==> src/rtl/volume_pkg.sv <==
// Shared constants for the volume scaler: sample/gain widths and the
// level-to-gain table (gain in 1/16 units).
package volume_pkg;

  localparam int SAMPLE_W_DEF = 16;
  localparam int GAIN_W       = 5;
  localparam int GAIN_SHIFT   = 4;

  localparam logic [GAIN_W-1:0] GAIN_FULL = 5'd16;
  localparam logic [GAIN_W-1:0] GAIN_LVL0 = 5'd0;
  localparam logic [GAIN_W-1:0] GAIN_LVL1 = 5'd2;
  localparam logic [GAIN_W-1:0] GAIN_LVL2 = 5'd4;
  localparam logic [GAIN_W-1:0] GAIN_LVL3 = 5'd8;
  localparam logic [GAIN_W-1:0] GAIN_LVL4 = 5'd12;
  localparam logic [GAIN_W-1:0] GAIN_LVL5 = GAIN_FULL;

  // Out-of-range levels (6, 7) clamp to full scale.
  function automatic logic [GAIN_W-1:0] level_to_gain(input logic [2:0] level);
    case (level)
      3'd0:    level_to_gain = GAIN_LVL0;
      3'd1:    level_to_gain = GAIN_LVL1;
      3'd2:    level_to_gain = GAIN_LVL2;
      3'd3:    level_to_gain = GAIN_LVL3;
      3'd4:    level_to_gain = GAIN_LVL4;
      default: level_to_gain = GAIN_LVL5;
    endcase
  endfunction

endpackage

==> src/rtl/volume_gain_ramp.sv <==
// Target gain decode plus a current-gain register that steps one unit toward
// the target each time step is asserted, so volume changes never click.
module volume_gain_ramp
  import volume_pkg::*;
(
  input  logic              clock,
  input  logic              reset,
  input  logic [2:0]        level,
  input  logic              step,
  output logic [GAIN_W-1:0] gain,
  output logic              muted,
  output logic              ramping
);

  logic [GAIN_W-1:0] target;

  assign target  = level_to_gain(level);
  assign muted   = (gain == '0) && (target == '0);
  assign ramping = (gain != target);

  always_ff @(posedge clock or posedge reset) begin
    if (reset) begin
      gain <= '0;
    end else if (step && ramping) begin
      if (gain < target) gain <= gain + 5'd1;
      else               gain <= gain - 5'd1;
    end
  end

endmodule

==> src/rtl/volume_scaler.sv <==
// Two-stage valid/ready pipeline that multiplies each sample by the ramped
// gain (1/16 units) with floor rounding; gain advances once per accepted sample.
module volume_scaler
  import volume_pkg::*;
#(
  parameter int SAMPLE_W = SAMPLE_W_DEF
) (
  input  logic                       clock,
  input  logic                       reset,
  input  logic [2:0]                 level,
  input  logic                       in_valid,
  input  logic signed [SAMPLE_W-1:0] in_sample,
  output logic                       in_ready,
  output logic                       out_valid,
  output logic signed [SAMPLE_W-1:0] out_sample,
  input  logic                       out_ready,
  output logic                       muted,
  output logic                       ramping
);

  localparam int PW = SAMPLE_W + 6;

  logic                       advance, accept;
  logic [GAIN_W-1:0]          gain;
  logic                       s1_valid;
  logic signed [SAMPLE_W-1:0] s1_sample;
  logic [GAIN_W-1:0]          s1_gain;
  logic signed [PW-1:0]       sample_ext, gain_ext, product;
  logic signed [SAMPLE_W-1:0] scaled;

  assign advance  = !out_valid || out_ready;
  assign in_ready = advance;
  assign accept   = in_valid && advance;

  volume_gain_ramp u_ramp (
    .clock   (clock),
    .reset   (reset),
    .level   (level),
    .step    (accept),
    .gain    (gain),
    .muted   (muted),
    .ramping (ramping)
  );

  // Gain <= 16 keeps the shifted product within SAMPLE_W bits, so truncation is exact.
  assign sample_ext = {{(PW-SAMPLE_W){s1_sample[SAMPLE_W-1]}}, s1_sample};
  assign gain_ext   = {{(PW-GAIN_W){1'b0}}, s1_gain};
  assign product    = sample_ext * gain_ext;
  assign scaled     = SAMPLE_W'(product >>> GAIN_SHIFT);

  always_ff @(posedge clock or posedge reset) begin
    if (reset) begin
      s1_valid   <= 1'b0;
      s1_sample  <= '0;
      s1_gain    <= '0;
      out_valid  <= 1'b0;
      out_sample <= '0;
    end else if (advance) begin
      s1_valid  <= accept;
      out_valid <= s1_valid;
      if (accept) begin
        s1_sample <= in_sample;
        s1_gain   <= gain;
      end
      if (s1_valid) out_sample <= scaled;
    end
  end

endmodule

==> config.mk <==
export PLATFORM = sky130hd
export DESIGN_NAME = volume_scaler
export DESIGN_NICKNAME = d
export VERILOG_FILES = /design/src/rtl/volume_pkg.sv /design/src/rtl/volume_gain_ramp.sv /design/src/rtl/volume_scaler.sv
export SDC_FILE = /design/constraint.sdc
export NUM_CORES = 1
export LEC_CHECK = 0
export BUFFER_PORTS_ARGS = -buffer_cell sky130_fd_sc_hd__buf_4
export CAP_MARGIN = 5
export CORE_UTILIZATION = 45
export DETAILED_ROUTE_END_ITERATION = 6
export PLACE_DENSITY_LB_ADDON = 0.05
export SYNTH_ARGS = -nofsm -noshare
export SYNTH_HDL_FRONTEND = slang
export SYNTH_HIERARCHICAL = 1
export SYNTH_SLANG_ARGS = --single-unit
export TNS_END_PERCENT = 50
==> constraint.sdc <==
create_clock -name clock -period 4.1 [get_ports clock]
set_clock_uncertainty 0.05 [all_clocks]
set_input_delay 0.82 -clock clock [delete_from_list [all_inputs] [get_ports clock]]
set_output_delay 0.82 -clock clock [all_outputs]
set_load 0.02 [all_outputs]
# Yosys cells after proc, flatten, opt, wreduce, memory -nomap -nowiden
# Index checks and enable logic that the tools add are counted.
# op_classes
add_sub_neg	2
n_mul	1
order_cmp	1
eq_ne	5
mux	2
reduce_logical	10
# op_table
op	count
$pmux 5 s5	1
$mul 16x6->20	1
$logic_not 5->1	2
$eq 3x2->1 const B	2
$add 5x1->5 const B	1
$lt 5x5->1	1
$mux 5	1
$ne 5x5->1	1
$sub 5x1->5 const B	1
$reduce_and 2->1	2
$eq 3x1->1 const B	1
$eq 3x3->1 const B	1
$logic_and 1x1->1	3
$logic_not 3->1	1
$logic_not 1->1	1
$logic_or 1x1->1	1
# totals
ff_bits	44
in_bits	23
out_inout_bits	20
word_cells	27

# Longest topological paths before layout
# depth
word_depth	4
mapped_depth	16
mapped_depth_nobuf	14

# By module
# The synthesis kept the hierarchy.
# by_module_without_submodules
mod	n_inst	cells_each	area_per_inst_um2	seq_area_each_um2
volume_scaler	1	440	4155.2	975.9
volume_gain_ramp	1	50	488.0	125.1

# Worst setup path after synthesis
# No wires, ideal clock.
# synth_path
path_kind	reg2reg
from	register s1_gain[2]
to	register out_sample[9]
setup_time_ns	0.124
t_arrival_ns	3.813
required_time_ns	3.926
path_slack_ns	0.113
stages_incl_launch_ff	15
n_path_buf	2
period_less_slack_ns	3.987
path_cell_list	dfrtp_1 clkbuf_1 and2_1 fa_1 inv_1 fa_1 fa_1 inv_1 ha_1 buf_6 a21o_1 a311o_1 a21o_1 a21o_1 a211o_1
# synth_via
elab_chain_len	1
# synth_rtl
item	line	rtl
from (decl)	volume_scaler.sv:27	logic [GAIN_W-1:0] s1_gain;
from (signal assigned)	volume_scaler.sv:63	s1_gain <= gain;
$mul 16x6->20	volume_scaler.sv:48	assign product = sample_ext * gain_ext;
to (signal assigned)	volume_scaler.sv:65	if (s1_valid) out_sample <= scaled;
to (decl)	volume_scaler.sv:15	output logic signed [SAMPLE_W-1:0] out_sample,
# Every way passes these cells.
# A chain may end at the register's enable or synchronous reset.

# Final worst setup path
# layout_path
from	register s1_gain[2]
to	register out_sample[7]
# The elaborated chain is that of the path after synthesis.

==> summary.md <==
| Metric | Value |
|---|---|
| Most used DFF post-synth | dfrtp_1 |
| CTS Hold Buffers Added | 0 |
| Register Area | 1110 um2 |
| CTS Buffer Depth | 2 |
| CTS tree | yes |
| DR DRC count | 0 |
| Crit path from | s1_gain[2]$_DFFE_PP0P_ |
| Post-Syn Area per Cell | 9.48 um2 |
| Final Routed Wirelength | 9320 um |
| Post-DR vias/cell | 4.83 |
| Crit end category | flip-flop |
| Crit path cell chain | clkbuf_2 > and2_1 > fa_1 > inv_1 > fa_1 > fa_1 > inv_1 > ha_4 > a21o_1 > a311o_1 > a21o_1 > a21o_1 > xnor2_1 > o21ai_0 |
| Syn Nets | 600 |
| Final non-filler cell total | 694 |
| Seq cells post-synth | 44 |
| Inst Count DP | between 600 and 700 |
| Die Ht | 104 um |
| Starting density of the core | between 40% and 50% |
| Vias in the first global route | 3388 |
| GP Congestion | approximately 0.89 |
| Gr usage total | between 15 and 20% |
| Max Slew Vio Count | 0 |
| Max-cap violations | 0 |
| Gr ovfl total | 0 |
| Share of layout cells above drive strength 1 | 24.6% |
| CP Class | reg -> reg |
| Syn-to-layout area delta | 18.4% |
| Minimum clock period | 3.99 ns |
| CTS HTree Levels | 2 |
| CTS Buf Count | 5 |
| Initial antenna violation count | 0 |
| Sequential share of the synthesized area | 23.7% |
| Clk sinks | 44 |
| Synth Instances | 490 |
| Fin nets | 670 |
| Detail Route Antenna Nets | 0 |
| RSZ-0062 raised after global routing | yes |
| Number of synthesis warnings | 6 |
| Pre-antenna DRT Iters | 4 |
| Vias | 3353 |
| Post-DP HPWL | between 7000 and 8000 um |
| Reg2Reg Setup Slack | 0.11 ns |
| Largest net degree at the start of global routing | 29 |
| Worst Tran Pin Value | 0.626 ns |
| Fill cells | a little over 900 |
| IO Count | 43 |
| Final setup violation count | 0 |
| Final Hold Viols | 0 |
| Critical Path Start Type | flip-flop |
| Ys async rst share | 100% |
| Die Wd | between 100 and 150 um |
| Area of the multi-input gates | ~3300 um2 |
| Final Cycle Share | 97.3% |
| CP endpoint | out_sample[7]$_DFFE_PP0P_ |
| # port buffers | 42 |
| CP arrival | 4.12 ns |
| Mapped Area | approximately 4600 um2 |
| Relative slew slack | 58.2% |
| Worst Hold Class | in -> async |
| FF-to-FF Start | s1_gain[2]$_DFFE_PP0P_ |
| Root Driver | clkbuf_8 |
| Iter 0 DRT Violations | 73 |
| Global-route wire length before repair | 15900 um |
| Reg2reg end | out_sample[7]$_DFFE_PP0P_ |
| Diode count | 0 |
| CP max-delay cell | fa_1 |
| Total core area | 9910 um2 |
| CP required | 4.24 ns |
| Library cells used by synthesis | 51 |
| Hold_ws | 0.352 ns |
| Crit path max fanout | 6 |
| Rows | 36 |
| Die ar. | about 11000 um2 |
| Wirelength per Cell | 13.4 um |
| Worst-Skew Late Latency | 0.31 ns |
| EDFF count, synth | 0 |
| Clock slew at reported path FFs | roughly 0.090 ns |
| Maximum clock rate | 0.251 GHz |
| Crit-path max cell delay | 0.54 ns |
| R2R cell count | 14 |
| Status | finished, final reports clean |
[sequential cells by signal, indices dropped and copies added (netlist names)]
name and count:
out_sample 16, u_ramp/gain 5, s1_gain 5, s1_sample 16
out_valid 1, s1_valid 1
[through the flow]
step	setup TNS [ns]	instance area [um2]	setup slack [ns]	utilization [%]
finish	0	5500	0.112	55.5
global route	-0.141	5500	-0.0555	55.5
CTS	0	5340	0.0231	53.9
detailed placement	-0.0278	5240	-0.0275	52.9
global placement	0	5240	0.0206	52.9
floorplan	0	4640	0.113	-
[kinds of logic after synthesis]
kind of cell / share of synthesized area [%]
AO/OA/AOI/OAI: 10.1
multiplexers: 5.55
XOR/XNOR: 4.12
buffers and inverters: 7.36
AND/OR/NAND/NOR: 18.1
adder cells (fa/ha/maj): 31.0
flip-flops: 23.7
[layout make-up]
cell class	instances	area share, %
clock buffers	5	1.25
clock inverters	3	0.433
inverters	78	5.33
multi-input cells	357	59.4
flip-flops and latches	44	20.2
well taps	133	3.03
repair buffers	74	10.4
[cell usage in the layout (no fill, tap or decap), types with 3 or more instances in the layout]
cell / n
inv_1: 78
buf_4: 71
and2_1: 61
nand2_1: 51
fa_1: 46
ha_1: 38
dfrtp_1: 38
mux2_2: 22
o21ai_0: 17
a21oi_1: 13
xnor2_1: 13
nor2_1: 8
a21o_1: 8
xor2_1: 7
a21oi_2: 6
o21ai_1: 6
nand3_1: 6
and2_2: 6
dfrtp_2: 6
clkbuf_8: 5
nor3_1: 4
nand2_2: 3
o21a_1: 3
[cells in the mapped netlist (all sizes together) (2+ instances only)]
library cell   n  area, um2
inv           78        293
and2          67        427
nand2         55        219
fa            47        941
dfrtp         44       1100
ha            40        500
o21ai         23        115
mux2          22        248
a21oi         19        103
xnor2         14        130
a21o           8       60.1
nor2           8       30.0
clkbuf         7       26.3
nand3          7       35.0
xor2           7       61.3
nor3           5       25.0
buf            4       22.5
o21a           3       22.5
or3            3       23.8
a211o          2       17.5
a31oi          2       12.5
and3           2       12.5
nand2b         2       12.5
nor2b          2       20.0
o21bai         2       26.3
or4            2       15.0
[critical path, delay by kind of cell (launching register included)]
kind,cells,cell delay (ns)
AO/OA/AOI/OAI,5,0.94
XOR/XNOR,1,0.19
adder cells (fa/ha/maj),4,1.78
buffers and inverters,3,0.28
flip-flops,1,0.45
AND/OR/NAND/NOR,1,0.17
[per-layer routing]
metal | wire length, um | up-vias | GRT usage [%] | part of all wire [%]
met1 | 4660 | 1571 | 26.5 | 50
li1 | - | 1720 | - | -
met3 | 233 | 10 | 2.77 | 2.5
met4 | 121 | 0 | 3.73 | 1.3
met2 | 4300 | 52 | 28.7 | 46
met5 | 0 | - | 0 | 0
[what timing repair did]
action,CTS,global route
buffers inserted,0,9
cloned,0,0
gates resized for setup,2,26
endpoints found under the setup margin,5,11
pin swaps,0,9
[how the worst min path moves through the flow]
stage                                          start                    endpoint  cells past startpoint
final                                          reset  u_ramp/gain[1]$_DFFE_PP0P_                      2
after global routing                           reset  u_ramp/gain[1]$_DFFE_PP0P_                      2
after CTS                                      reset  u_ramp/gain[1]$_DFFE_PP0P_                      2
after detailed placement  out_sample[11]$_DFFE_PP0P_  out_sample[11]$_DFFE_PP0P_                      2
after global placement    out_sample[11]$_DFFE_PP0P_  out_sample[11]$_DFFE_PP0P_                      2
after floorplan                 s1_valid$_DFFE_PP0N_       out_valid$_DFFE_PP0N_                      2
Power is left out: the tool's default activity adds up to more than one toggle a clock period on the data nets, which glitch-free logic cannot reach.
